### src/rtl/rr_lock_arbiter_if.sv
`default_nettype none
// ============================================================================
// Module      : rr_lock_arbiter_if
// Description : Request/grant bundle between N requesters and the
//               rr_lock_arbiter that owns the shared resource.
//               master : requester/resource side (drives req_i, done_i)
//               slave  : arbiter side (drives gnt_o, gnt_id_o, busy_o,
//                        timeout_o)
//   req_i     [N]   level request per port
//   done_i    [1]   current owner's transaction complete
//   gnt_o     [N]   one-hot registered grant
//   gnt_id_o  [IDW] index of the granted port, 0 when idle
//   busy_o    [1]   any grant active
//   timeout_o [1]   one-cycle pulse when a grant is revoked by the budget
// Revision    : 1.0 - initial release
// ============================================================================
interface rr_lock_arbiter_if #(
   parameter int N = 4
);
   localparam int IDW = $clog2(N);

   logic [N-1:0]   req_i;
   logic           done_i;
   logic [N-1:0]   gnt_o;
   logic [IDW-1:0] gnt_id_o;
   logic           busy_o;
   logic           timeout_o;

   modport master (
      output req_i, done_i,
      input  gnt_o, gnt_id_o, busy_o, timeout_o
   );

   modport slave (
      input  req_i, done_i,
      output gnt_o, gnt_id_o, busy_o, timeout_o
   );
endinterface
`default_nettype wire

### src/rtl/rr_lock_arbiter.sv
`default_nettype none
// ============================================================================
// Module      : rr_lock_arbiter
// Description : Multi-cycle round-robin arbiter. A grant is held until the
//               owner signals done, drops its request, or exhausts a hold
//               budget of MAX_HOLD cycles (0 = no budget). On release the
//               search pointer moves past the owner and a new winner is
//               granted in the same edge, so there is no idle bubble.
//   clk    [1]  rising-edge clock
//   reset  [1]  synchronous reset, active low
//   bus         rr_lock_arbiter_if.slave (req_i, done_i, gnt_o, gnt_id_o,
//               busy_o, timeout_o)
// Revision    : 1.0 - initial release
// ============================================================================
module rr_lock_arbiter #(
   parameter int N        = 4,
   parameter int MAX_HOLD = 8
) (
   input  wire logic        clk,
   input  wire logic        reset,
   rr_lock_arbiter_if.slave bus
);
   localparam int IDW = $clog2(N);
   localparam int HW  = (MAX_HOLD == 0) ? 1 : $clog2(MAX_HOLD + 1);
   localparam bit               BUDGET_EN = (MAX_HOLD != 0);
   localparam logic [HW-1:0]    HOLD_LAST = BUDGET_EN ? HW'(MAX_HOLD - 1) : '0;
   localparam logic [N-1:0]     ONE       = {{(N-1){1'b0}}, 1'b1};

   typedef enum logic [0:0] {
      IDLE = 1'b0,
      OWN  = 1'b1
   } state_t;

   state_t          state;
   logic [IDW-1:0]  ptr;
   logic [HW-1:0]   hold_cnt;
   logic [N-1:0]    gnt;
   logic [IDW-1:0]  gnt_id;
   logic            timeout;

   // Round-robin pick: rotate the request vector down by p using a
   // double-width copy, take the lowest set bit, and map back to a port.
   function automatic logic [IDW-1:0] rr_pick(input logic [N-1:0]   r,
                                              input logic [IDW-1:0] p);
      logic [2*N-1:0] dbl;
      int             idx;
      dbl = {r, r} >> p;
      idx = 0;
      for (int i = N - 1; i >= 0; i--) begin
         if (dbl[i]) idx = (int'(p) + i) % N;
      end
      return IDW'(idx);
   endfunction

   logic            any_req;
   logic            owner_req;
   logic            expire;
   logic            release_now;
   logic [IDW-1:0]  next_ptr;
   logic [IDW-1:0]  win_idle;
   logic [IDW-1:0]  win_rel;

   always_comb begin
      any_req     = |bus.req_i;
      owner_req   = |(bus.req_i & gnt);
      expire      = BUDGET_EN && (hold_cnt == HOLD_LAST);
      release_now = bus.done_i || !owner_req || expire;
      next_ptr    = (gnt_id == IDW'(N - 1)) ? '0 : gnt_id + 1'b1;
      win_idle    = rr_pick(bus.req_i, ptr);
      // Searching from owner+1 leaves the owner as the last candidate.
      win_rel     = rr_pick(bus.req_i, next_ptr);
   end

   always_ff @(posedge clk) begin
      if (!reset) begin
         state    <= IDLE;
         ptr      <= '0;
         hold_cnt <= '0;
         gnt      <= '0;
         gnt_id   <= '0;
         timeout  <= 1'b0;
      end else begin
         timeout <= 1'b0;
         case (state)
            IDLE: begin
               if (any_req) begin
                  gnt      <= ONE << win_idle;
                  gnt_id   <= win_idle;
                  hold_cnt <= '0;
                  state    <= OWN;
               end
            end
            OWN: begin
               if (release_now) begin
                  ptr      <= next_ptr;
                  hold_cnt <= '0;
                  // Pulse only when the budget is the actual release cause.
                  timeout  <= expire && !bus.done_i && owner_req;
                  if (any_req) begin
                     gnt    <= ONE << win_rel;
                     gnt_id <= win_rel;
                  end else begin
                     gnt    <= '0;
                     gnt_id <= '0;
                     state  <= IDLE;
                  end
               end else if (hold_cnt != {HW{1'b1}}) begin
                  hold_cnt <= hold_cnt + 1'b1;
               end
            end
            default: state <= IDLE;
         endcase
      end
   end

   assign bus.gnt_o     = gnt;
   assign bus.gnt_id_o  = gnt_id;
   assign bus.busy_o    = |gnt;
   assign bus.timeout_o = timeout;
endmodule
`default_nettype wire

### src/flat_wrapper.sv
// flat-port wrapper written by rule: the top's interface ports become plain ports
module rr_lock_arbiter_flat 
#(
   parameter int N        = 4,
   parameter int MAX_HOLD = 8
)
  (clk, reset, bus_req_i, bus_done_i, bus_gnt_o, bus_gnt_id_o, bus_busy_o, bus_timeout_o);
  rr_lock_arbiter_if #(.N(N)) bus_i ();
  input  wire logic clk;
  input  wire logic reset;
  input wire logic [$bits(bus_i.req_i)-1:0] bus_req_i;
  input wire logic [$bits(bus_i.done_i)-1:0] bus_done_i;
  output wire logic [$bits(bus_i.gnt_o)-1:0] bus_gnt_o;
  output wire logic [$bits(bus_i.gnt_id_o)-1:0] bus_gnt_id_o;
  output wire logic [$bits(bus_i.busy_o)-1:0] bus_busy_o;
  output wire logic [$bits(bus_i.timeout_o)-1:0] bus_timeout_o;
  assign bus_i.req_i = bus_req_i;
  assign bus_i.done_i = bus_done_i;
  assign bus_gnt_o = bus_i.gnt_o;
  assign bus_gnt_id_o = bus_i.gnt_id_o;
  assign bus_busy_o = bus_i.busy_o;
  assign bus_timeout_o = bus_i.timeout_o;
  rr_lock_arbiter #(.N(N), .MAX_HOLD(MAX_HOLD)) u_core (.clk(clk), .reset(reset), .bus(bus_i));
endmodule
### config.mk
export PLATFORM = sky130hd
export DESIGN_NAME = rr_lock_arbiter_flat
export DESIGN_NICKNAME = d
export VERILOG_FILES = /design/src/rtl/rr_lock_arbiter_if.sv /design/src/rtl/rr_lock_arbiter.sv /design/src/flat_wrapper.sv
export SDC_FILE = /design/constraint.sdc
export NUM_CORES = 1
export LEC_CHECK = 0
export CAP_MARGIN = 10
export CORE_MARGIN = 2
export CORE_UTILIZATION = 47
export CTS_BUF_LIST = sky130_fd_sc_hd__clkbuf_16
export DETAILED_ROUTE_END_ITERATION = 12
export GPL_ROUTABILITY_DRIVEN = 0
export PLACE_DENSITY = 0.74
export SYNTH_ARGS = -nofsm -noshare
export SYNTH_HDL_FRONTEND = slang
export SYNTH_SLANG_ARGS = --single-unit
### constraint.sdc
create_clock -name clk -period 2.09 [get_ports clk]
set_input_delay 0.209 -clock clk [delete_from_list [all_inputs] [get_ports clk]]
set_output_delay 0.209 -clock clk [all_outputs]
set_load 0.05 [all_outputs]
==> flow_summary.yaml, run 1 <==
cells_and_area:
  final_nets: 161
  layoutNonFillerInstCount: 177
  mostFrequentLayoutCell: "clkdlybuf4s50_1"
  drive_gt1_share_pct: 18.0
  final_cell_mix: "clkdlybuf4s50_1, nor2_1, buf_4, dfxtp_1, o21ai_0"
  area.growth.synth_to_final_pct: 34.3
  antenna_cells: 0
  fillers: 161
critical_path:
  crit_path_max_fanout: 13
  r2r_slack_ns: 0.05
  r2r-start: "u_core.bus.gnt_id_o[0]"
  crit_path_end_kind: "register"
  reg2reg_depth: 7
  crit_type: "register to register"
  required_ns: 2.26
  r2r-end: "u_core.bus.gnt_o[0]"
  worstSetupStartpointType: "register"
  arrival_ns: 2.21
placement:
  io_buffers: 14
  dp_cells: 173
  dp_slack_ns: -0.0818
  dp_hpwl_mm: 1.87
grt:
  grt_first_pass_wirelength_mm: 4.33
  antenna_found_initial: 0
  gr-total-overflow: 0
  grt_max_degree: 14
  grt_usage_pct: 22.7
  grt_pass1_vias: 942
timing:
  fin_skew_ns: 0.00107
  fin_hold_ws_ns: 0.500
  post-route-min-period_ns: 2.04
  clock.fmax_ghz: 0.490
  setup_violations: 0
  rsz0062_at_grt: "true"
  worstMarginPinSlew_ns: 0.497
  finalMaxSlewViolations: 0
  worst_slew_margin_rel_pct: 66.7
  hold_violations: 0
  timing.final.ws_setup_ns: 0.0493
  fin_crit_sh_pct: 97.6
worst_hold_path:
  min_from: "u_core.hold_cnt[1]"
  hold_end: "u_core.hold_cnt[1]"
  min_path_type: "register to register"
  hold_path_depth: 2
detailed_routing:
  drc: 0
  routedWlPerCell_um: 14.6
  vias: 1053
  ant_nets: 0
  drt_iter0_drc: 42
  first_pass_iters: 5
  viasPerCell: 5.95
  wl_mm: 2.59
floorplan:
  initial_utilization_pct: 49.9
  coreArea_sq_um: 1980
  rows: 16
  die_h_um: 49.9
  ios: 15
  dieArea_sq_um: 2490
  die_w_um: 49.9
power:
  powerDensity_nw_per_um2: 897
  p_leak_nw: 0.513
  power_mw: 1.19
  ir_drop_uv: 737
synth:
  syn_area_sq_um: 988
  synth_seq_area_share_pct: 28.4
  synth_cells: 126
  synth_edf_count: 0
  synthArstFlopShare_pct: 0
  syn-num-nets: 136
  ys.flop_type: "dfxtp_1"
  avgSynthCellArea_sq_um: 7.84
  netlist-cell-type-count: 44
  ys_ff_latch: 14
  yosysWarningCount: 0
cts:
  clockBufferDepth: 2
  insertion_delay_ns: 0.24
  root_buffer: "clkbuf_16"
  ctsResizeCount: 0
  clock_sinks: 14
  cts_inserted_buffers: 3
  cts_tree: "done"
  cts_setup_buffers: 0
  clk_pin_slew_ns: 0.05
  h-tree-depth: 1
  cts_hold_buf: 0
outcome:
  status: "complete, no violations"
flow_run:
  max_cap_violations: 0
[cell usage after synthesis (2+ instances only)]
master | instances | share of area, %
nand2b_1 | 7 | 4.4
o21ai_0 | 11 | 5.6
a22oi_1 | 2 | 1.5
a31oi_1 | 3 | 1.9
a21oi_1 | 8 | 4.1
o211ai_1 | 3 | 2.3
clkbuf_1 | 2 | 0.76
nand3b_1 | 2 | 1.5
nand3_1 | 5 | 2.5
and2_1 | 2 | 1.3
nor2_1 | 14 | 5.3
nand2_1 | 10 | 3.8
a211oi_1 | 3 | 2.3
or4_1 | 2 | 1.5
o21a_1 | 2 | 1.5
ha_1 | 3 | 3.8
buf_2 | 2 | 1.0
dfxtp_1 | 14 | 28
inv_1 | 6 | 2.3
[power breakdown]
part | total, mW | internal, mW | switching, mW | leakage [nW]
clock | 0.365 | 0.253 | 0.112 | 0.0385
combinational | 0.494 | 0.200 | 0.295 | 0.358
sequential | 0.331 | 0.298 | 0.0333 | 0.116
total | 1.19 | 0.751 | 0.440 | 0.513
[area by class of cell]
class	count	area, sq um	area share [%]
repair buffers	26	230	17.3
multi-input cells	100	677	51.0
inverters	6	22.5	1.70
flip-flops and latches	14	285	21.5
clock buffers	3	75.1	5.66
clock inverters	1	3.75	0.283
well taps	27	33.8	2.54
[how the worst max path moves through the flow]
stage / startpoint / endpoint / slack, ns / cells past startpoint
after floorplan: u_core.bus.gnt_id_o[0] / u_core.bus.gnt_o[0] / 0.02 / 8
after global placement: bus_req_i[1] / u_core.bus.gnt_o[0] / -0.02 / 6
after detailed placement: bus_req_i[1] / u_core.bus.gnt_o[0] / -0.08 / 6
after CTS: u_core.bus.gnt_id_o[0] / u_core.bus.gnt_o[0] / 0.07 / 7
after global routing: u_core.bus.gnt_id_o[0] / u_core.bus.gnt_o[0] / -0.04 / 7
final: u_core.bus.gnt_id_o[0] / u_core.bus.gnt_o[0] / 0.05 / 7
[per-layer routing]
metal | vias to the layer above | wire [um] | GRT usage, %
met5 | - | 0 | 0
met4 | 0 | 22 | 2.78
met2 | 26 | 1260 | 38.4
met1 | 504 | 1170 | 29.4
met3 | 6 | 132 | 6.36
li1 | 517 | - | -
[logic make-up (layout without fill, tap and decap cells)]
group                    Yosys count  in the layout  share of synthesized area [%]
adder cells (fa/ha/maj)            3              3                           3.80
buffers and inverters             12             36                           5.95
AND/OR/NAND/NOR                   49             49                           25.2
AO/OA/AOI/OAI                     45             45                           32.3
multiplexers                       3              3                           4.43
flip-flops                        14             14                           28.4
[metrics by stage]
| step | setup TNS (ns) | utilization [%] | area [sq um] |
|---|---|---|---|
| floorplan | 0 | - | 1020 |
| global placement | -0.0213 | 62.5 | 1240 |
| detailed placement | -0.0984 | 62.5 | 1240 |
| CTS | 0 | 66.5 | 1320 |
| global route | -0.0442 | 67.0 | 1330 |
| finish | 0 | 67.0 | 1330 |
[critical path, stage by stage, from the launching register on]
cell and delay [ns]:
dfxtp_4 0.35, inv_2 0.05, ha_4 0.33, mux4_2 0.36, a211oi_4 0.27, nor2_1 0.10, or3_1 0.35, a31oi_1 0.15
[registers in the layout, indices dropped and copies added (netlist names)]
register              count
u_core.hold_cnt           4
u_core.ptr                2
u_core.bus.timeout_o      1
u_core.state              1
u_core.bus.gnt_o          4
u_core.bus.gnt_id_o       2
(Power assumes the default switching activity.)
==> run 2: changes to the inputs <==
- CELL_PAD_IN_SITES_DETAIL_PLACEMENT: default -> 0
- CELL_PAD_IN_SITES_GLOBAL_PLACEMENT: default -> 1
- CORE_UTILIZATION: 47 -> 35
- PLACE_DENSITY: 0.74 -> default
- PLACE_DENSITY_LB_ADDON: default -> 0.1
==> run 2 against run 1 <==
Effect of this change:
- clock skew is 0.0011 ns higher
- hold slack worse by 0.0047 ns
- worst setup slack better by 0.015 ns
- highest routed layer unchanged
- non-clock buffer count is 4 higher
- power is 0.26% higher
- clock-buffer cell count stayed put
- wire length is 3.2% higher
==> flow_summary.yaml, run 2 (synthesis gave the netlist of run 1 again) <==
cells_and_area:
  postLayoutCellArea_sq_um: 1360
  antenna_cells: 0
  final_cell_mix: "buf_4, clkdlybuf4s50_1, nor2_1, dfxtp_1, o21ai_0"
  fillers: 274
  mostFrequentLayoutCell: "buf_4"
  area.growth.synth_to_final_pct: 37.1
  final_nets: 165
  drive_gt1_share_pct: 20.1
critical_path:
  cp_slowest_cell: "dfxtp_4"
  required_ns: 2.26
  crit_path_max_fanout: 10
  critPathTopFamily: "simple AND/OR/NAND/NOR gates"
  arrival_ns: 2.19
  crit_type: "register to register"
  crit_buf_inv: 2
  max_stage_delay_ns: 0.35
  cp_cell_sequence: "inv_2 > ha_4 > buf_4 > nor3b_1 > o31ai_1 > o21a_1 > or3_1 > a31oi_1"
  worstSetupStartpointType: "register"
  crit_path_end_kind: "register"
cts:
  cts_tree: "done"
  root_buffer: "clkbuf_16"
  insertion_delay_ns: 0.24
  cts_inserted_buffers: 3
  cts_hold_buf: 0
  clock_sinks: 14
  clockBufferDepth: 2
  clk_pin_slew_ns: 0.05
  h-tree-depth: 1
  cts_setup_buffers: 0
timing:
  post-route-min-period_ns: 2.03
  rsz0062_at_grt: "true"
  setup_violations: 0
  worstMarginPinSlew_ns: 0.505
  hold_violations: 0
  timing.final.ws_setup_ns: 0.0643
  fin_skew_ns: 0.00219
  clock.fmax_ghz: 0.494
  worst_slew_margin_rel_pct: 66.2
  finalMaxSlewViolations: 0
  fin_crit_sh_pct: 96.9
floorplan:
  dieArea_sq_um: 3260
  ios: 15
  rows: 19
  coreArea_sq_um: 2710
  die_w_um: 57.1
  initial_utilization_pct: 36.5
  die_h_um: 57.1
grt:
  grt_pass1_vias: 1023
  antenna_found_initial: 0
  grt_usage_pct: 17.8
  gr-total-overflow: 0
  grt_first_pass_wirelength_mm: 4.60
  grt_max_degree: 13
detailed_routing:
  wl_mm: 2.67
  ant_nets: 0
  first_pass_iters: 4
  routedWlPerCell_um: 14.4
  drc: 0
  drt_iter0_drc: 31
  vias: 1052
  viasPerCell: 5.69
power:
  power_mw: 1.19
  ir_drop_uv: 609
  powerDensity_nw_per_um2: 881
  p_leak_nw: 0.530
flow_run:
  max_cap_violations: 0
placement:
  dp_slack_ns: -0.0798
  io_buffers: 14
  dp_hpwl_mm: 2.09
  place_area_sq_um: 1270
worst_hold_path:
  min_path_type: "register to register"
outcome:
  status: "complete, no violations"
## run 2: changes by cell type in the layout (fill, tap and decap cells not counted), sizes merged
cell and delta:
buf +4
## run 2: final cells by class
class | instances | area (sq um) | share of cell area (%)
repair buffers | 30 | 260 | 19.2
well taps | 31 | 38.8 | 2.86
flip-flops and latches | 14 | 285 | 21.1
multi-input cells | 100 | 669 | 49.4
clock inverters | 1 | 3.75 | 0.277
inverters | 6 | 22.5 | 1.66
clock buffers | 3 | 75.1 | 5.54
## run 2: routing by layer
| layer | global-route usage (%) | routed length (um) | up-vias | part of all wire, % |
|---|---|---|---|---|
| met3 | 3.63 | 120 | 2 | 4.5 |
| met4 | 4.32 | 17 | 0 | 0.64 |
| met2 | 29.6 | 1240 | 30 | 46 |
| met1 | 23.9 | 1300 | 492 | 49 |
| met5 | 0 | 0 | - | 0 |
| li1 | - | - | 528 | - |
## run 2: metrics by stage
stage / hold slack [ns] / util, % / instances / setup TNS [ns]
finish: 0.495 / 50.0 / 185 / 0
CTS: 0.496 / 49.9 / 185 / 0
global route: 0.541 / 50.0 / 185 / -0.0534
floorplan: 0.331 / - / 126 / 0
global placement: 0.480 / 47.0 / 181 / -0.114
detailed placement: 0.490 / 47.0 / 181 / -0.382
## run 2: repair_timing
item	4_1_cts	5_1_grt
gates resized for setup	0	1
hold endpoints to repair	0	0
endpoints found under the setup margin	0	3
## run 2: power breakdown
| part | internal (mW) | switching (mW) | total (mW) |
|---|---|---|---|
| Combinational | 0.208 | 0.292 | 0.501 |
| Clock | 0.253 | 0.109 | 0.362 |
| Sequential | 0.298 | 0.0334 | 0.332 |
| Total | 0.759 | 0.435 | 1.19 |
## run 2: path summary, 6_finish.rpt
kind | from | to | slack, ns | cells after the start
worst max-delay path | u_core.bus.gnt_id_o[0] | u_core.bus.gnt_o[0] | 0.06 | 8
worst min-delay path | u_core.hold_cnt[1] | u_core.hold_cnt[1] | 0.49 | 2
worst max register to register | u_core.bus.gnt_id_o[0] | u_core.bus.gnt_o[0] | 0.06 | 8
worst min register to register | u_core.hold_cnt[1] | u_core.hold_cnt[1] | 0.49 | 2
## run 2: worst register-to-register path, stage by stage, from the launching register on
cell and delay (ns):
dfxtp_4 0.35, inv_2 0.06, ha_4 0.28, buf_4 0.16, nor3b_1 0.27, o31ai_1 0.10
o21a_1 0.25, or3_1 0.33, a31oi_1 0.16
